`src/rtl/lsu_if.sv`:
```
// Word-wide request/acknowledge data-memory bus between the load/store unit
// (master) and the data memory (slave).
interface lsu_if #(
    parameter int ADDR_W = 32
) ();
    logic              mem_req_o;
    logic              mem_we_o;
    logic [ADDR_W-1:0] mem_addr_o;
    logic [31:0]       mem_wdata_o;
    logic [3:0]        mem_wstrb_o;
    logic [31:0]       mem_rdata_i;
    logic              mem_ack_i;

    modport master (
        output mem_req_o,
        output mem_we_o,
        output mem_addr_o,
        output mem_wdata_o,
        output mem_wstrb_o,
        input  mem_rdata_i,
        input  mem_ack_i
    );

    modport slave (
        input  mem_req_o,
        input  mem_we_o,
        input  mem_addr_o,
        input  mem_wdata_o,
        input  mem_wstrb_o,
        output mem_rdata_i,
        output mem_ack_i
    );
endinterface

```
`src/rtl/lsu.sv`:
```
// RV32I load/store unit: runs one load or store per access over a req/ack bus,
// stalls the core meanwhile, steers byte lanes, extends loads, flags faults.
module lsu #(
    parameter int TIMEOUT = 16,
    parameter int ADDR_W  = 32
) (
    input  logic              clk,
    input  logic              rst,
    input  logic              MemWrite,
    input  logic [1:0]        ResultSrc,
    input  logic [2:0]        funct3,
    input  logic [ADDR_W-1:0] addr_i,
    input  logic [31:0]       wdata_i,
    output logic              stall_o,
    output logic [31:0]       load_data_o,
    output logic              misalign_o,
    output logic              bus_err_o,
    lsu_if.master             bus
);

    localparam int CNT_W = $clog2(TIMEOUT);

    typedef enum logic [1:0] {
        S_IDLE = 2'd0,
        S_BUSY = 2'd1,
        S_DONE = 2'd2
    } state_t;

    state_t r_state;
    state_t w_state_next;

    logic              r_req;
    logic              r_we;
    logic [ADDR_W-1:0] r_addr;
    logic [31:0]       r_wdata;
    logic [3:0]        r_wstrb;
    logic [1:0]        r_off;
    logic [2:0]        r_funct3;
    logic [CNT_W-1:0]  r_cnt;
    logic [31:0]       r_load_data;
    logic              r_misalign;
    logic              r_bus_err;

    logic        w_is_store;
    logic        w_is_load;
    logic        w_access;
    logic        w_legal;
    logic        w_misaligned;
    logic        w_fault_in;
    logic        w_start;
    logic        w_fault;
    logic        w_ack;
    logic        w_tmo;
    logic        w_stall;
    logic [31:0] w_wdata;
    logic [3:0]  w_wstrb;
    logic [7:0]  w_rd_byte;
    logic [15:0] w_rd_half;
    logic [31:0] w_load_ext;

    // Access decode: a store takes priority over a simultaneous load.
    assign w_is_store = MemWrite;
    assign w_is_load  = !MemWrite && (ResultSrc == 2'b01);
    assign w_access   = w_is_store || w_is_load;

    always_comb begin
        w_legal = 1'b0;
        case (funct3)
            3'b000, 3'b001, 3'b010: w_legal = 1'b1;
            3'b100, 3'b101:         w_legal = w_is_load;
            default:                w_legal = 1'b0;
        endcase
    end

    always_comb begin
        w_misaligned = 1'b0;
        case (funct3[1:0])
            2'b01:   w_misaligned = addr_i[0];
            2'b10:   w_misaligned = (addr_i[1:0] != 2'b00);
            default: w_misaligned = 1'b0;
        endcase
    end

    assign w_fault_in = !w_legal || w_misaligned;

    // Store lane steering: replicate the datum across the word, strobe the lanes.
    always_comb begin
        w_wdata = wdata_i;
        w_wstrb = 4'b1111;
        case (funct3[1:0])
            2'b00: begin
                w_wdata = {4{wdata_i[7:0]}};
                w_wstrb = 4'b0001 << addr_i[1:0];
            end
            2'b01: begin
                w_wdata = {2{wdata_i[15:0]}};
                w_wstrb = addr_i[1] ? 4'b1100 : 4'b0011;
            end
            default: begin
                w_wdata = wdata_i;
                w_wstrb = 4'b1111;
            end
        endcase
    end

    // Load extraction from the returned word using the latched offset and size.
    always_comb begin
        w_rd_byte = bus.mem_rdata_i[7:0];
        case (r_off)
            2'd1:    w_rd_byte = bus.mem_rdata_i[15:8];
            2'd2:    w_rd_byte = bus.mem_rdata_i[23:16];
            2'd3:    w_rd_byte = bus.mem_rdata_i[31:24];
            default: w_rd_byte = bus.mem_rdata_i[7:0];
        endcase
        w_rd_half = r_off[1] ? bus.mem_rdata_i[31:16] : bus.mem_rdata_i[15:0];
        case (r_funct3)
            3'b000:  w_load_ext = {{24{w_rd_byte[7]}}, w_rd_byte};
            3'b001:  w_load_ext = {{16{w_rd_half[15]}}, w_rd_half};
            3'b100:  w_load_ext = {24'd0, w_rd_byte};
            3'b101:  w_load_ext = {16'd0, w_rd_half};
            default: w_load_ext = bus.mem_rdata_i;
        endcase
    end

    // NOTE: every variable assigned in a combinational block gets a default
    // first, so no path through the case leaves it unassigned (no latch).
    always_comb begin
        w_state_next = r_state;
        w_start      = 1'b0;
        w_fault      = 1'b0;
        w_ack        = 1'b0;
        w_tmo        = 1'b0;
        w_stall      = 1'b0;
        case (r_state)
            S_IDLE: begin
                if (w_access) begin
                    w_stall = 1'b1;
                    if (w_fault_in) begin
                        w_fault      = 1'b1;
                        w_state_next = S_DONE;
                    end else begin
                        w_start      = 1'b1;
                        w_state_next = S_BUSY;
                    end
                end
            end
            S_BUSY: begin
                w_stall = 1'b1;
                // Ack wins over a timeout landing in the same cycle.
                if (bus.mem_ack_i) begin
                    w_ack        = 1'b1;
                    w_state_next = S_DONE;
                end else if (r_cnt == CNT_W'(TIMEOUT - 1)) begin
                    w_tmo        = 1'b1;
                    w_state_next = S_DONE;
                end
            end
            S_DONE: begin
                w_state_next = S_IDLE;
            end
            default: begin
                w_state_next = S_IDLE;
            end
        endcase
    end

    // NOTE: sequential state uses non-blocking assignments so every register
    // samples the pre-edge values regardless of statement order.
    always_ff @(posedge clk) begin
        if (rst) begin
            r_state <= S_IDLE;
        end else begin
            r_state <= w_state_next;
        end
    end

    always_ff @(posedge clk) begin
        if (rst) begin
            r_req       <= 1'b0;
            r_we        <= 1'b0;
            r_addr      <= '0;
            r_wdata     <= '0;
            r_wstrb     <= 4'b0000;
            r_off       <= 2'b00;
            r_funct3    <= 3'b000;
            r_cnt       <= '0;
            r_load_data <= '0;
            r_misalign  <= 1'b0;
            r_bus_err   <= 1'b0;
        end else begin
            r_misalign <= w_fault;
            r_bus_err  <= w_tmo;

            if (w_start) begin
                r_req    <= 1'b1;
                r_we     <= w_is_store;
                r_addr   <= {addr_i[ADDR_W-1:2], 2'b00};
                r_wdata  <= w_wdata;
                r_wstrb  <= w_is_store ? w_wstrb : 4'b0000;
                r_off    <= addr_i[1:0];
                r_funct3 <= funct3;
                r_cnt    <= '0;
            end else if (r_state == S_BUSY) begin
                r_cnt <= r_cnt + CNT_W'(1);
                if (w_ack || w_tmo) begin
                    r_req <= 1'b0;
                end
            end

            // Completed stores leave the last load result untouched.
            if (w_ack && !r_we) begin
                r_load_data <= w_load_ext;
            end else if (w_tmo && !r_we) begin
                r_load_data <= '0;
            end else if (w_fault && !w_is_store) begin
                r_load_data <= '0;
            end
        end
    end

    assign stall_o         = !rst && w_stall;
    assign load_data_o     = r_load_data;
    assign misalign_o      = r_misalign;
    assign bus_err_o       = r_bus_err;
    assign bus.mem_req_o   = r_req;
    assign bus.mem_we_o    = r_we;
    assign bus.mem_addr_o  = r_addr;
    assign bus.mem_wdata_o = r_wdata;
    assign bus.mem_wstrb_o = r_wstrb;

endmodule
```
`src/flat_wrapper.sv`:
```
// flat-port wrapper written by rule: the top's interface ports become plain ports
module lsu_flat 
#(
    parameter int TIMEOUT = 16,
    parameter int ADDR_W  = 32
)
  (clk, rst, MemWrite, ResultSrc, funct3, addr_i, wdata_i, stall_o, load_data_o, misalign_o, bus_err_o, bus_mem_req_o, bus_mem_we_o, bus_mem_addr_o, bus_mem_wdata_o, bus_mem_wstrb_o, bus_mem_rdata_i, bus_mem_ack_i);
  lsu_if #(.ADDR_W(ADDR_W)) bus_i ();
  input  logic clk;
  input  logic rst;
  input  logic MemWrite;
  input  logic [1:0] ResultSrc;
  input  logic [2:0] funct3;
  input  logic [ADDR_W-1:0] addr_i;
  input  logic [31:0] wdata_i;
  output logic stall_o;
  output logic [31:0] load_data_o;
  output logic misalign_o;
  output logic bus_err_o;
  output wire logic [$bits(bus_i.mem_req_o)-1:0] bus_mem_req_o;
  output wire logic [$bits(bus_i.mem_we_o)-1:0] bus_mem_we_o;
  output wire logic [$bits(bus_i.mem_addr_o)-1:0] bus_mem_addr_o;
  output wire logic [$bits(bus_i.mem_wdata_o)-1:0] bus_mem_wdata_o;
  output wire logic [$bits(bus_i.mem_wstrb_o)-1:0] bus_mem_wstrb_o;
  input wire logic [$bits(bus_i.mem_rdata_i)-1:0] bus_mem_rdata_i;
  input wire logic [$bits(bus_i.mem_ack_i)-1:0] bus_mem_ack_i;
  assign bus_mem_req_o = bus_i.mem_req_o;
  assign bus_mem_we_o = bus_i.mem_we_o;
  assign bus_mem_addr_o = bus_i.mem_addr_o;
  assign bus_mem_wdata_o = bus_i.mem_wdata_o;
  assign bus_mem_wstrb_o = bus_i.mem_wstrb_o;
  assign bus_i.mem_rdata_i = bus_mem_rdata_i;
  assign bus_i.mem_ack_i = bus_mem_ack_i;
  lsu #(.TIMEOUT(TIMEOUT), .ADDR_W(ADDR_W)) u_core (.clk(clk), .rst(rst), .MemWrite(MemWrite), .ResultSrc(ResultSrc), .funct3(funct3), .addr_i(addr_i), .wdata_i(wdata_i), .stall_o(stall_o), .load_data_o(load_data_o), .misalign_o(misalign_o), .bus_err_o(bus_err_o), .bus(bus_i));
endmodule
```
`config.mk`:
```
export PLATFORM = sky130hd
export DESIGN_NAME = lsu_flat
export DESIGN_NICKNAME = d
export VERILOG_FILES = /design/src/rtl/lsu_if.sv /design/src/rtl/lsu.sv /design/src/flat_wrapper.sv
export SDC_FILE = /design/constraint.sdc
export NUM_CORES = 1
export LEC_CHECK = 0
export ABC_AREA = 1
export BUFFER_PORTS_ARGS = -buffer_cell sky130_fd_sc_hd__buf_2
export CAP_MARGIN = 15
export CELL_PAD_IN_SITES_DETAIL_PLACEMENT = 1
export CELL_PAD_IN_SITES_GLOBAL_PLACEMENT = 1
export CORE_ASPECT_RATIO = 1.5
export CORE_MARGIN = 2
export CORE_UTILIZATION = 37
export CTS_BUF_LIST = sky130_fd_sc_hd__clkbuf_4
export CTS_CLUSTER_DIAMETER = 50
export CTS_CLUSTER_SIZE = 30
export DETAILED_ROUTE_END_ITERATION = 8
export PLACE_DENSITY = 0.95
export REMOVE_ABC_BUFFERS = 1
export SLEW_MARGIN = 10
export SYNTH_ARGS = -nofsm -noshare
export SYNTH_HDL_FRONTEND = slang
export SYNTH_SLANG_ARGS = --single-unit
```
`constraint.sdc`:
```
create_clock -name clk -period 5.7 [get_ports clk]
set_input_delay 0.57 -clock clk [delete_from_list [all_inputs] [get_ports clk]]
set_output_delay 0.57 -clock clk [all_outputs]
set_load 0.05 [all_outputs]
```
* Word level (Yosys, flattened, before mapping) *
Cells that the tools add are included.

operators by class
  reductions and logical operators = 25
  muxes and demuxes = 33
  add/sub/neg operators = 1
  shift operators = 1
  equality and inequality tests = 17

operators with widths
  kind                   count
  $pmux W32 S4           1
  $mux W32               3
  $pmux W32 S2           1
  $pmux W8 S3            1
  $mux W16               1
  $mux W1                15
  $eq A3 B3 Y1 const B   4
  $eq A2 B1 Y1 const B   4
  $mux W2                4
  $mux W4                2
  $pmux W4 S2            1
  $eq A2 B2 Y1 const B   3
  $eq A3 B1 Y1 const B   2
  $logic_not A3 Y1       2
  $pmux W1 S2            3
  $reduce_bool A2 Y1     3
  $logic_and A1 B1 Y1    5
  $add A4 B1 Y4 const B  1
  $eq A4 B4 Y1 const B   1
  $logic_not A1 Y1       4
  $logic_not A2 Y1       2
  $pmux W2 S2            1
  $reduce_and A2 Y1      2
  $reduce_or A2 Y1       2
  7 further kinds        9

storage, ports and cells
  logic and storage cells = 89
  output and inout bits = 105
  register bits after elaboration = 113
  input port bits = 105

* Logic depth before layout (Yosys ltp) *
Gate-level depths: netlist (run 1).

  depth after elaboration = 12
  mapped depth = 15
  gate-level depth less buffers = 11

* Least setup slack after synthesis (run 1) *
Ideal clock, no wire load.

  path type = input -> register
  from = input port funct3[1]
  to = register u_core.r_load_data[10] (netlist: u_core.load_data_o[10])
  setup time = 0.132 ns
  path slack = 3.237 ns
  stages = 14
  data arrival time = 2.331 ns
  required time = 5.568 ns
  buffers on the path = 4
  cell sequence = clkbuf_1 > clkbuf_1 > inv_1 > ha_1 > buf_4 > nor2_4 > nand2_1 > nand2_1 > nand2_1 > nand2_2 > nand3_1 > buf_4 > nand3_1 > a21oi_1

on the way
  cells in the longest elaborated chain, start to end = 10
  elaborated cells on any way between the ends = 18
  classes of those cells = eq/ne: 6; mux: 5; reduce/logical: 7

ends and longest elaborated chain
  element                                               line                source
  start: declaration                                    flat_wrapper.sv:13  input logic [2:0] funct3;
  $eq A3 B1 Y1 (tied with other cells)                  lsu.sv:68           case (funct3)
  $reduce_or A3 Y1 or $reduce_or A2 Y1 (tied branches)  lsu.sv:68
  $pmux W1 S2                                           lsu.sv:68
  $logic_not A1 Y1                                      lsu.sv:84           assign w_fault_in = !w_legal || w_misaligned;
  $logic_or A1 B1 Y1 (*)                                lsu.sv:84
  $mux W1 (*)                                           lsu.sv:138          if (w_fault_in) begin
  $mux W1 (*)                                           lsu.sv:136          if (w_access) begin
  $mux W1 (*)                                           lsu.sv:134          case (r_state)
  $logic_and A1 B1 Y1 (*)                               lsu.sv:215          end else if (w_fault && !w_is_store) begin
  $reduce_bool A3 Y1 (no source line) (*)               n/a
  end signal: assignment                                lsu.sv:212          r_load_data <= w_load_ext;
  end: declaration                                      lsu.sv:40           logic [31:0] r_load_data;

Mark *: on every way between the ends. The rest lies on a longest branch, timed or not.
A chain may end at the register's enable or synchronous reset.

* Final worst setup path (run 1) *
  from = input port funct3[1]
  to = register u_core.r_funct3[1]

on the way
  cells in the longest elaborated chain, start to end = 8
  elaborated cells on any way between the ends = 16
  classes of those cells = eq/ne: 6; mux: 5; reduce/logical: 5

ends and longest elaborated chain
  element                                               line        source
  $eq A3 B1 Y1 (tied with other cells)                  lsu.sv:68
  $reduce_or A3 Y1 or $reduce_or A2 Y1 (tied branches)  lsu.sv:68
  $pmux W1 S2                                           lsu.sv:68
  $logic_not A1 Y1                                      lsu.sv:84
  $logic_or A1 B1 Y1                                    lsu.sv:84
  $mux W1                                               lsu.sv:138
  $mux W1                                               lsu.sv:136
  $mux W1                                               lsu.sv:134
  end signal: assignment                                lsu.sv:201  r_funct3 <= funct3;
  end: declaration                                      lsu.sv:38   logic [2:0] r_funct3;

Several ways; a longest one is shown, not always the timed one.

==> impl_metrics.py, run 1 <==
metrics = {
    "setup_path": {
        "critPathMostFrequentCell": "nand2_1",
        "cp_cell_sequence": "buf_2, inv_1, ha_1, nor2_4, nand2_1, nand2_1, nand2_1, nand2_2, nor2_8, inv_4, nand2_1, o21ai_0",
        "critPathLaunch": "funct3[1]",
        "r2r_end": "u_core.r_funct3[1]$_SDFFE_PP0P_",
        "rr_worst_depth": 8,
        "rrSetupSlack_ps": 3100,
        "required_ps": 6080,
        "start_kind": "primary input",
        "worst_ep_arrival_time_ps": 3510,
        "worstSetupPathType": "in2reg",
        "rr_startpoint": "u_core.r_state[1]$_SDFFE_PP0P_",
        "critPathMaxFanout": 89,
        "slowest_delay_ps": 790,
        "critPathSlowestCell": "nor2_8",
        "crit_path_end_kind": "flop",
    },
    "clocking": {
        "clock_path_buffers": 2,
        "cts_root_buf": "clkbuf_4",
        "cts_resized": 0,
        "cts_made_buffers": 17,
        "post_cts_buffers": 0,
        "clk_pin_slew_ps": 110,
        "clk_latency_ps": 510,
        "hold_buffers": 0,
        "cts_tree": "built",
        "htree_levels": 4,
        "cts.sinks": 113,
    },
    "power_and_ir_drop": {
        "clkPwrFrac_pct": 28.0,
        "switching_share_pct": 39.5,
        "vdd_drop_max_v": 0.000188,
        "power_mw": 1.87,
        "comb_power_share_pct": 25.5,
        "p_switching_mw": 0.737,
        "seq_power_share_pct": 46.6,
        "leakage_nw": 3.10,
        "internal_power_mw": 1.13,
        "p_per_area_nw_per_um2": 297,
    },
    "floorplanning": {
        "ios": 210,
        "start_util_pct": 37.5,
        "core_area_sq_um": 13300,
        "dieArea_sq_um": 14500,
        "die_x_microns": 98.9,
        "dieHeight_microns": 146,
        "placementRows": 52,
    },
    "run_status": {
        "outcome": "finished clean",
    },
    "synthesis": {
        "yosysWarnings": 0,
        "ys_types": 29,
        "ys_ff_latch": 113,
        "seq_area_frac_synth_pct": 45.3,
        "syn_area_sq_um": 5000,
        "postSynthCellCount": 703,
        "postSynthAreaPerCell_sq_um": 7.11,
    },
    "route": {
        "drtAntennaViolNets": 0,
        "routed_wl_microns": 17000,
        "wl_per_cell_microns": 16.0,
        "vias": 5448,
        "route.detailed.drc": 0,
        "via_per_inst": 5.13,
        "dr.first_iter.drc_count": 156,
        "first_pass_iters": 4,
    },
    "run": {
        "drv_cap": 0,
    },
    "final_layout": {
        "finalNetCount": 996,
        "drive_above_1_share_pct": 29.0,
        "fillCellCount": 1774,
        "area_growth_pct": 25.8,
    },
    "placement": {
        "hpwlAfterDp_microns": 12100,
        "port_buffers": 207,
        "globalplace.congestion": 0.827,
    },
    "global_routing": {
        "grt_antenna_before_repair": 1,
        "grt_max_degree": 90,
        "grt_pass1_wl_microns": 27400,
        "grtUsageTotal_pct": 23.3,
        "grt_pass1_vias": 5691,
        "grt.overflow.total": 0,
    },
    "worst_hold_path": {
        "hp-start": "bus_mem_ack_i",
        "holdPathEnd": "u_core.bus_err_o$_SDFF_PP0_",
        "hold_path.class": "in2reg",
        "holdPathStages": 2,
    },
    "sta": {
        "worstMarginPinSlew_ps": 1020,
        "clock_skew_ps": 17.4,
        "hold_viol_final": 0,
        "relSlewSlack_pct": 31.7,
        "timing.fmax_mhz": 320,
        "fin_setup_tns_ps": 0,
        "fin_crit_sh_pct": 54.8,
        "rsz0062_at_grt": "no",
        "finalCriticalPeriod_ps": 3120,
        "setup_violations": 0,
        "drv_slew": 0,
    },
}
==> cells by family (layout without fill, tap and decap cells) <==
family                     after synthesis  in the layout  share of synthesized area (%)
DFF                                    113            113                           45.3
xor gates and xnor gates                 3              3                          0.526
AOI/OAI and AO/OA                      200            200                           20.2
other                                    1              3                         0.0751
and+or+nand+nor                        292            292                           24.7
adders and majority gates                4              4                           1.00
buffers and inverters                   90            285                           8.26
==> cell type report <==
type / instances / area [sq um] / area share (%)
tap: 162 / 203 / 3.22
antenna: 1 / 2.50 / 0.0398
clock inverter: 14 / 110 / 1.75
sequential: 113 / 2260 / 36.0
multi-input combinational: 501 / 2320 / 37.0
timing repair buffer: 212 / 1090 / 17.4
inverter: 42 / 163 / 2.59
clock buffer: 17 / 128 / 2.03
==> cells in the mapped netlist <==
cell type,number,area [sq um]
nand3_2,2,20.0
o21ai_1,8,40.0
dfxtp_1,113,2260
nand2_1,112,420
a21oi_1,116,581
buf_2,11,55.1
nor2_4,1,11.3
o21ai_0,73,365
xor2_1,2,17.5
o211ai_1,2,15.0
buf_4,11,82.6
xnor2_1,1,8.76
clkbuf_1,19,71.3
buf_1,5,18.8
inv_1,36,135
inv_4,2,12.5
nand3_1,58,290
nand2_2,2,12.5
or2_2,5,31.3
conb_1,1,3.75
inv_2,4,15.0
nor2_1,107,402
nor2_2,1,6.26
nor4_1,1,6.26
nand4_1,2,12.5
o21a_1,1,7.51
ha_1,4,50.1
buf_6,2,22.5
nor2_8,1,20.0
==> cells in the final DEF (no fill, tap or decap), types with 5 or more instances in the layout <==
cell,n
clkbuf_4,17
clkinvlp_4,7
dfxtp_1,113
buf_2,207
inv_1,36
nor2_1,107
o21ai_1,8
o21ai_0,73
a21oi_1,116
or2_2,5
nand2_1,112
nand3_1,58
==> worst max-delay path by stage <==
stage	end	slack (ps)	depth (start not counted)
after floorplan	u_core.r_funct3[1]$_SDFFE_PP0P_	3060	11
after global placement	u_core.r_funct3[1]$_SDFFE_PP0P_	2120	12
after detailed placement	u_core.r_funct3[1]$_SDFFE_PP0P_	2030	12
after CTS	u_core.r_funct3[1]$_SDFFE_PP0P_	2630	12
after global routing	u_core.r_funct3[1]$_SDFFE_PP0P_	2290	12
final	u_core.r_funct3[1]$_SDFFE_PP0P_	2580	12
==> power by group through the flow <==
| stage | Clock [mW] | Combinational [mW] | Sequential (mW) |
|---|---|---|---|
| final | 0.522 | 0.475 | 0.870 |
| after global routing | 0.574 | 0.515 | 0.876 |
| after CTS | 0.543 | 0.476 | 0.870 |
| after detailed placement | 0 | 0.474 | 0.887 |
| after global placement | 0 | 0.463 | 0.885 |
| after floorplan | 0 | 0.164 | 1.04 |
==> per-layer routing <==
metal	vias up	GRT usage (%)	part of all wire (%)
met5	-	0	0
met3	35	7.52	7.0
li1	2683	-	-
met2	189	42.6	51
met1	2541	24.8	39
met4	0	8.22	2.3
==> worst max-delay path, delay by kind of cell <==
family | cells | cell delay [ps]
adder cells (fa/ha/maj) | 1 | 440
AND/OR/NAND/NOR | 7 | 1570
buffers and inverters | 3 | 790
AO/OA/AOI/OAI | 1 | 100
==> stage by stage <==
step / util (%) / cells / setup slack, ps / area (sq um) / hold WS, ps
final: 47.1 / 1062 / 2580 / 6290 / 250
after detailed placement: 45.1 / 1029 / 2030 / 6020 / 456
after global placement: 45.1 / 1029 / 2120 / 6020 / 446
after global routing: 47.1 / 1062 / 2290 / 6290 / 217
after CTS: 46.9 / 1060 / 2630 / 6260 / 197
after floorplan: - / 656 / 3060 / 4750 / 458
==> flip-flops by register name (all words and copies together), names as in the netlist <==
| name | flops |
|---|---|
| u_core.r_off | 2 |
| u_core.bus.mem_we_o | 1 |
| u_core.bus.mem_addr_o | 30 |
| u_core.load_data_o | 32 |
| u_core.misalign_o | 1 |
| u_core.bus.mem_wdata_o | 32 |
| u_core.bus_err_o | 1 |
| u_core.r_funct3 | 3 |
| u_core.bus.mem_wstrb_o | 4 |
| u_core.r_cnt | 4 |
| u_core.r_state | 2 |
| u_core.bus.mem_req_o | 1 |
No activity file was read; power rests on OpenSTA's default activity.
==> inputs of run 2 (changes only) <==
--- a/config.mk
+++ b/config.mk
@@ -12,12 +12,12 @@
 export CELL_PAD_IN_SITES_GLOBAL_PLACEMENT = 1
 export CORE_ASPECT_RATIO = 1.5
 export CORE_MARGIN = 2
-export CORE_UTILIZATION = 37
+export CORE_UTILIZATION = 34
 export CTS_BUF_LIST = sky130_fd_sc_hd__clkbuf_4
 export CTS_CLUSTER_DIAMETER = 50
 export CTS_CLUSTER_SIZE = 30
 export DETAILED_ROUTE_END_ITERATION = 8
-export PLACE_DENSITY = 0.95
+export PLACE_DENSITY = 0.89
 export REMOVE_ABC_BUFFERS = 1
 export SLEW_MARGIN = 10
 export SYNTH_ARGS = -nofsm -noshare
==> constraint.sdc (replaced) <==
create_clock -name clk -period 3 [get_ports clk]
set_input_delay 0.3 -clock clk [delete_from_list [all_inputs] [get_ports clk]]
set_output_delay 0.3 -clock clk [all_outputs]
set_load 0.05 [all_outputs]
==> run 2 against run 1 <==
Critical endpoint is now stall_o. Setup slack worse by 1800 ps. Largest power group unchanged. Cell count is 6.5% higher. Sequential power grew 91%. First-iteration DRC count fell by 16%. Global-route usage increased by 1.6 points. Critical path type is now reg2out. Worst hold slack worse by 200 ps. Die area increased by 8.5%. Sequential share of layout area is 2.6 points lower. Final area rose by 7.7%.
==> impl_metrics.py, run 2 (same netlist as run 1, synthesis figures left out) <==
metrics = {
    "run_status": {
        "outcome": "finished clean",
    },
    "floorplanning": {
        "start_util_pct": 34.6,
        "die_x_microns": 103,
        "placementRows": 54,
        "ios": 210,
        "core_area_sq_um": 14500,
        "dieArea_sq_um": 15700,
        "dieHeight_microns": 152,
    },
    "route": {
        "drtAntennaViolNets": 0,
        "via_per_inst": 5.05,
        "routed_wl_microns": 19600,
        "wl_per_cell_microns": 17.3,
        "first_pass_iters": 4,
        "dr.first_iter.drc_count": 131,
        "vias": 5711,
        "route.detailed.drc": 0,
    },
    "clocking": {
        "cts_made_buffers": 17,
        "cts_resized": 0,
        "clock_path_buffers": 2,
        "cts.sinks": 113,
        "cts_tree": "built",
        "cts_root_buf": "clkbuf_4",
        "htree_levels": 4,
        "clk_pin_slew_ps": 120,
        "clk_latency_ps": 500,
    },
    "setup_path": {
        "start_kind": "flop",
        "required_ps": 2700,
        "critPathMaxFanout": 3,
        "crit_path_end_kind": "output port",
        "worst_ep_arrival_time_ps": 1960,
        "worstSetupPathType": "reg2out",
    },
    "final_layout": {
        "area_growth_pct": 35.5,
        "fillCellCount": 1927,
        "finalNetCount": 1030,
        "most-common-layout-cells": "buf_2, a21oi_1, dfxtp_1",
        "fin_cells": 1131,
        "drive_above_1_share_pct": 28.5,
        "final_cell_area_sq_um": 6770,
        "final_common_cell": "buf_2",
    },
    "sta": {
        "rsz0062_at_grt": "no",
        "worstMarginPinSlew_ps": 539,
        "relSlewSlack_pct": 64.0,
        "fin_setup_tns_ps": 0,
        "timing.fmax_mhz": 442,
        "fin_crit_sh_pct": 75.4,
        "clock_skew_ps": 27.8,
        "finalCriticalPeriod_ps": 2260,
        "hold_viol_final": 0,
        "drv_slew": 0,
        "setup_violations": 0,
    },
    "global_routing": {
        "grt_pass1_wl_microns": 30800,
        "grt_pass1_vias": 6035,
        "grt_max_degree": 89,
        "grt.overflow.total": 0,
        "grtUsageTotal_pct": 24.9,
        "grt_antenna_before_repair": 1,
    },
    "placement": {
        "globalplace.congestion": 0.832,
        "hpwlAfterDp_microns": 12800,
        "dpl-instance-area_sq_um": 6120,
        "port_buffers": 207,
        "placedCellCount": 1069,
    },
    "run": {
        "drv_cap": 0,
    },
    "power_and_ir_drop": {
        "clkPwrFrac_pct": 35.4,
        "seq_power_share_pct": 40.8,
        "p_per_area_nw_per_um2": 599,
        "leakage_nw": 3.31,
        "comb_power_share_pct": 23.8,
        "p_switching_mw": 1.45,
        "switching_share_pct": 35.8,
        "internal_power_mw": 2.61,
        "power_mw": 4.06,
        "vdd_drop_max_v": 0.000296,
    },
    "worst_hold_path": {
        "hold_path.class": "in2reg",
    },
}
run 2: cell count changes in the layout (fill, tap and decap cells not counted), moves of 5 or more:
cell	before	now
buf_4	4	9
dlygate4sd3_1	0	29
clkinvlp_4	7	2
bufinv_16	0	5
run 2: final timing paths:
| path | cells past startpoint | end | slack [ps] | from |
|---|---|---|---|---|
| worst max-delay path | 6 | stall_o | 740 | u_core.r_state[0]$_SDFFE_PP0P_ |
| worst max register to register | 7 | u_core.load_data_o[29]$_SDFFE_PP0P_ | 910 | u_core.r_funct3[1]$_SDFFE_PP0P_ |
| worst min-delay path | 3 | u_core.bus.mem_wdata_o[2]$_SDFFE_PP0P_ | 50 | wdata_i[2] |
| worst min register to register | 2 | u_core.bus.mem_wdata_o[20]$_SDFFE_PP0P_ | 470 | u_core.bus.mem_wdata_o[20]$_SDFFE_PP0P_ |
run 2: metal layers:
layer / vias to the layer above / GRT usage (%) / share of wire, %
met5: - / 0 / 0
li1: 2758 / - / -
met1: 2699 / 27.5 / 39
met3: 45 / 6.79 / 6.8
met4: 0 / 10.1 / 3.3
met2: 209 / 44.1 / 51
run 2: area by class of cell:
type / instances / area, sq um / area share [%]
tap: 196 / 245 / 3.62
timing repair buffer: 246 / 1410 / 20.9
multi-input combinational: 501 / 2320 / 34.3
inverter: 42 / 163 / 2.40
sequential: 113 / 2260 / 33.4
clock buffer: 17 / 128 / 1.89
antenna: 1 / 2.50 / 0.0370
clock inverter: 15 / 230 / 3.40
run 2: critical path, stage by stage (launching register included):
cell and delay, ps:
dfxtp_1 340, inv_2 60, nand2_1 80, nor2_1 210
inv_1 150, a21oi_1 290, buf_2 330
run 2: timing repair:
| item | CTS | global route |
|---|---|---|
| hold endpoints to repair | 29 | 0 |
| hold buffers | 29 | 0 |
| buffers inserted | 0 | 0 |
run 2: stage by stage:
step	hold slack, ps	utilization (%)	setup slack, ps
floorplan	369	-	629
global placement	448	42.3	688
detailed placement	455	42.3	602
CTS	1.17	46.8	701
global route	21.6	46.8	537
finish	53.7	46.8	737
run 2: power groups by stage:
stage | Clock [mW] | Sequential [mW] | Combinational [mW]
after floorplan | 0 | 1.97 | 0.311
after global placement | 0 | 1.68 | 0.905
after detailed placement | 0 | 1.68 | 0.924
after CTS | 1.46 | 1.65 | 0.956
after global routing | 1.53 | 1.67 | 1.04
final | 1.44 | 1.66 | 0.966
==> inputs of run 3 (changes only) <==
==> constraint.sdc (replaced) <==
create_clock -name clk -period 2.2 [get_ports clk]
set_input_delay 0.22 -clock clk [delete_from_list [all_inputs] [get_ports clk]]
set_output_delay 0.22 -clock clk [all_outputs]
set_load 0.05 [all_outputs]
==> run 3 against run 2 <==
Final area up 5.2%. Routed wire length grew 3.8%. Register-to-register slack got worse by 790 ps. Clock skew rose by 2.1 ps. Combinational power up 46%. First-iteration DRC count is 66% higher. Critical path depth up 6. Sequential power rose by 36%. Total power up 33%. Die area is the same. Core utilization increased by 2.4 points.
==> impl_metrics.py, run 3 (same netlist as run 1, synthesis figures left out) <==
metrics = {
    "placement": {
        "dp_slack_ps": 244,
        "port_buffers": 207,
        "hpwlAfterDp_microns": 12400,
        "placedCellCount": 1074,
        "globalplace.congestion": 0.835,
        "dpl-instance-area_sq_um": 6170,
    },
    "run_status": {
        "outcome": "finished clean",
    },
    "route": {
        "via_per_inst": 5.06,
        "routed_wl_microns": 20300,
        "wl_per_cell_microns": 17.4,
        "drtAntennaViolNets": 0,
        "dr.first_iter.drc_count": 217,
        "vias": 5907,
        "route.detailed.drc": 0,
        "first_pass_iters": 4,
    },
    "clocking": {
        "cts.sinks": 113,
        "clk_latency_ps": 530,
        "cts_root_buf": "clkbuf_4",
        "clk_pin_slew_ps": 120,
        "clock_path_buffers": 2,
        "cts_made_buffers": 17,
        "cts_tree": "built",
        "post_cts_buffers": 0,
        "htree_levels": 4,
    },
    "global_routing": {
        "grt.overflow.total": 0,
        "grt_pass1_wl_microns": 31500,
        "grt_antenna_before_repair": 1,
        "grt_max_degree": 58,
        "grtUsageTotal_pct": 25.6,
        "grt_pass1_vias": 6191,
    },
    "final_layout": {
        "final_cell_area_sq_um": 7120,
        "most-common-layout-cells": "buf_2, a21oi_1, dfxtp_1",
        "fin_cells": 1167,
        "multi_input_area_sq_um": 2330,
        "finalNetCount": 1066,
        "seqCellArea_sq_um": 2260,
        "fillCellCount": 1941,
        "drive_above_1_share_pct": 28.2,
        "area_growth_pct": 42.5,
        "final_common_cell": "buf_2",
        "fin_util_pct": 49.2,
    },
    "sta": {
        "finalCriticalPeriod_ps": 2110,
        "relSlewSlack_pct": 60.1,
        "fin_setup_tns_ps": 0,
        "rsz0062_at_grt": "yes",
        "holdWs_ps": 51.0,
        "drv_slew": 0,
        "clock_skew_ps": 29.9,
        "layout_setup_ws_ps": 89.4,
        "worstMarginPinSlew_ps": 599,
        "hold_viol_final": 0,
        "setup_violations": 0,
        "fin_crit_sh_pct": 95.9,
        "timing.fmax_mhz": 474,
    },
    "setup_path": {
        "worstSetupPathType": "in2reg",
        "critPathSlowestCell": "dlygate4sd3_1",
        "cp_cell_sequence": "dlygate4sd3_1, buf_2, inv_1, o21ai_0, nand2_1, nand2_2, nor2_8, inv_6, buf_12, nand2_1, a21oi_1, dlygate4sd3_1",
        "critPathMaxFanout": 21,
        "crit_path_end_kind": "flop",
        "worst_ep_arrival_time_ps": 2580,
        "slowest_delay_ps": 580,
        "rrSetupSlack_ps": 120,
        "required_ps": 2660,
        "start_kind": "primary input",
    },
    "floorplanning": {
        "core_area_sq_um": 14500,
        "dieArea_sq_um": 15700,
        "die_x_microns": 103,
        "ios": 210,
        "start_util_pct": 34.6,
        "dieHeight_microns": 152,
        "placementRows": 54,
    },
    "power_and_ir_drop": {
        "p_per_area_nw_per_um2": 758,
        "vdd_drop_max_v": 0.000348,
        "power_mw": 5.39,
        "leakage_nw": 3.46,
    },
    "run": {
        "drv_cap": 0,
    },
    "worst_hold_path": {
        "hold_path.class": "in2reg",
    },
}
[run 3: changes by cell type in the layout (fill, tap and decap cells not counted), moves of 2 or more]
cell / delta
buf_4: +3
dlygate4sd3_1: +30
inv_6: +2
clkinvlp_4: +2
buf_12: +2
clkinv_4: -2
bufinv_16: -2
clkinv_2: +2
[run 3: what timing repair did]
item | CTS | global route
endpoints found under the hold margin | 58 | 0
resized for setup | 0 | 6
endpoints found under the setup margin | 0 | 2
hold buffers | 59 | 0
[run 3: final timing paths]
path                                               start                                      to  depth (start not counted)
setup / recovery                               addr_i[0]  u_core.bus.mem_wdata_o[0]$_SDFFE_PP0P_                         12
hold reg to reg   u_core.bus.mem_wdata_o[2]$_SDFFE_PP0P_  u_core.bus.mem_wdata_o[2]$_SDFFE_PP0P_                          2
setup reg to reg          u_core.r_state[1]$_SDFFE_PP0P_  u_core.bus.mem_wdata_o[0]$_SDFFE_PP0P_                         10
hold / removal                                 addr_i[1]  u_core.bus.mem_wstrb_o[2]$_SDFFE_PP0P_                          3
[run 3: power by group]
| part | total (mW) | switching [mW] | internal [mW] |
|---|---|---|---|
| logic | 1.41 | 0.996 | 0.410 |
| registers | 2.26 | 0.0817 | 2.17 |
| clock network | 1.73 | 0.932 | 0.800 |
[run 3: cell type report]
class / count / share of cell area (%)
Timing Repair Buffer: 282 / 25.3
Tap cell: 196 / 3.45
Inverter: 42 / 2.32
Antenna cell: 1 / 0.0352
Clock inverter: 15 / 2.57
Sequential cell: 113 / 31.8
Multi-Input combinational cell: 501 / 32.7
Clock buffer: 17 / 1.79
[run 3: critical path: cells and delay by family]
family          cells  cell delay, ps
simple gates        4             400
buf+inv             6            1660
compound gates      2             290
[run 3: routing by layer]
metal	wire [microns]	GRT usage [%]	vias up
met3	1530	7.48	38
li1	-	-	2835
met5	0	0	-
met2	10500	44.9	239
met4	437	9.34	0
met1	7860	28.6	2795
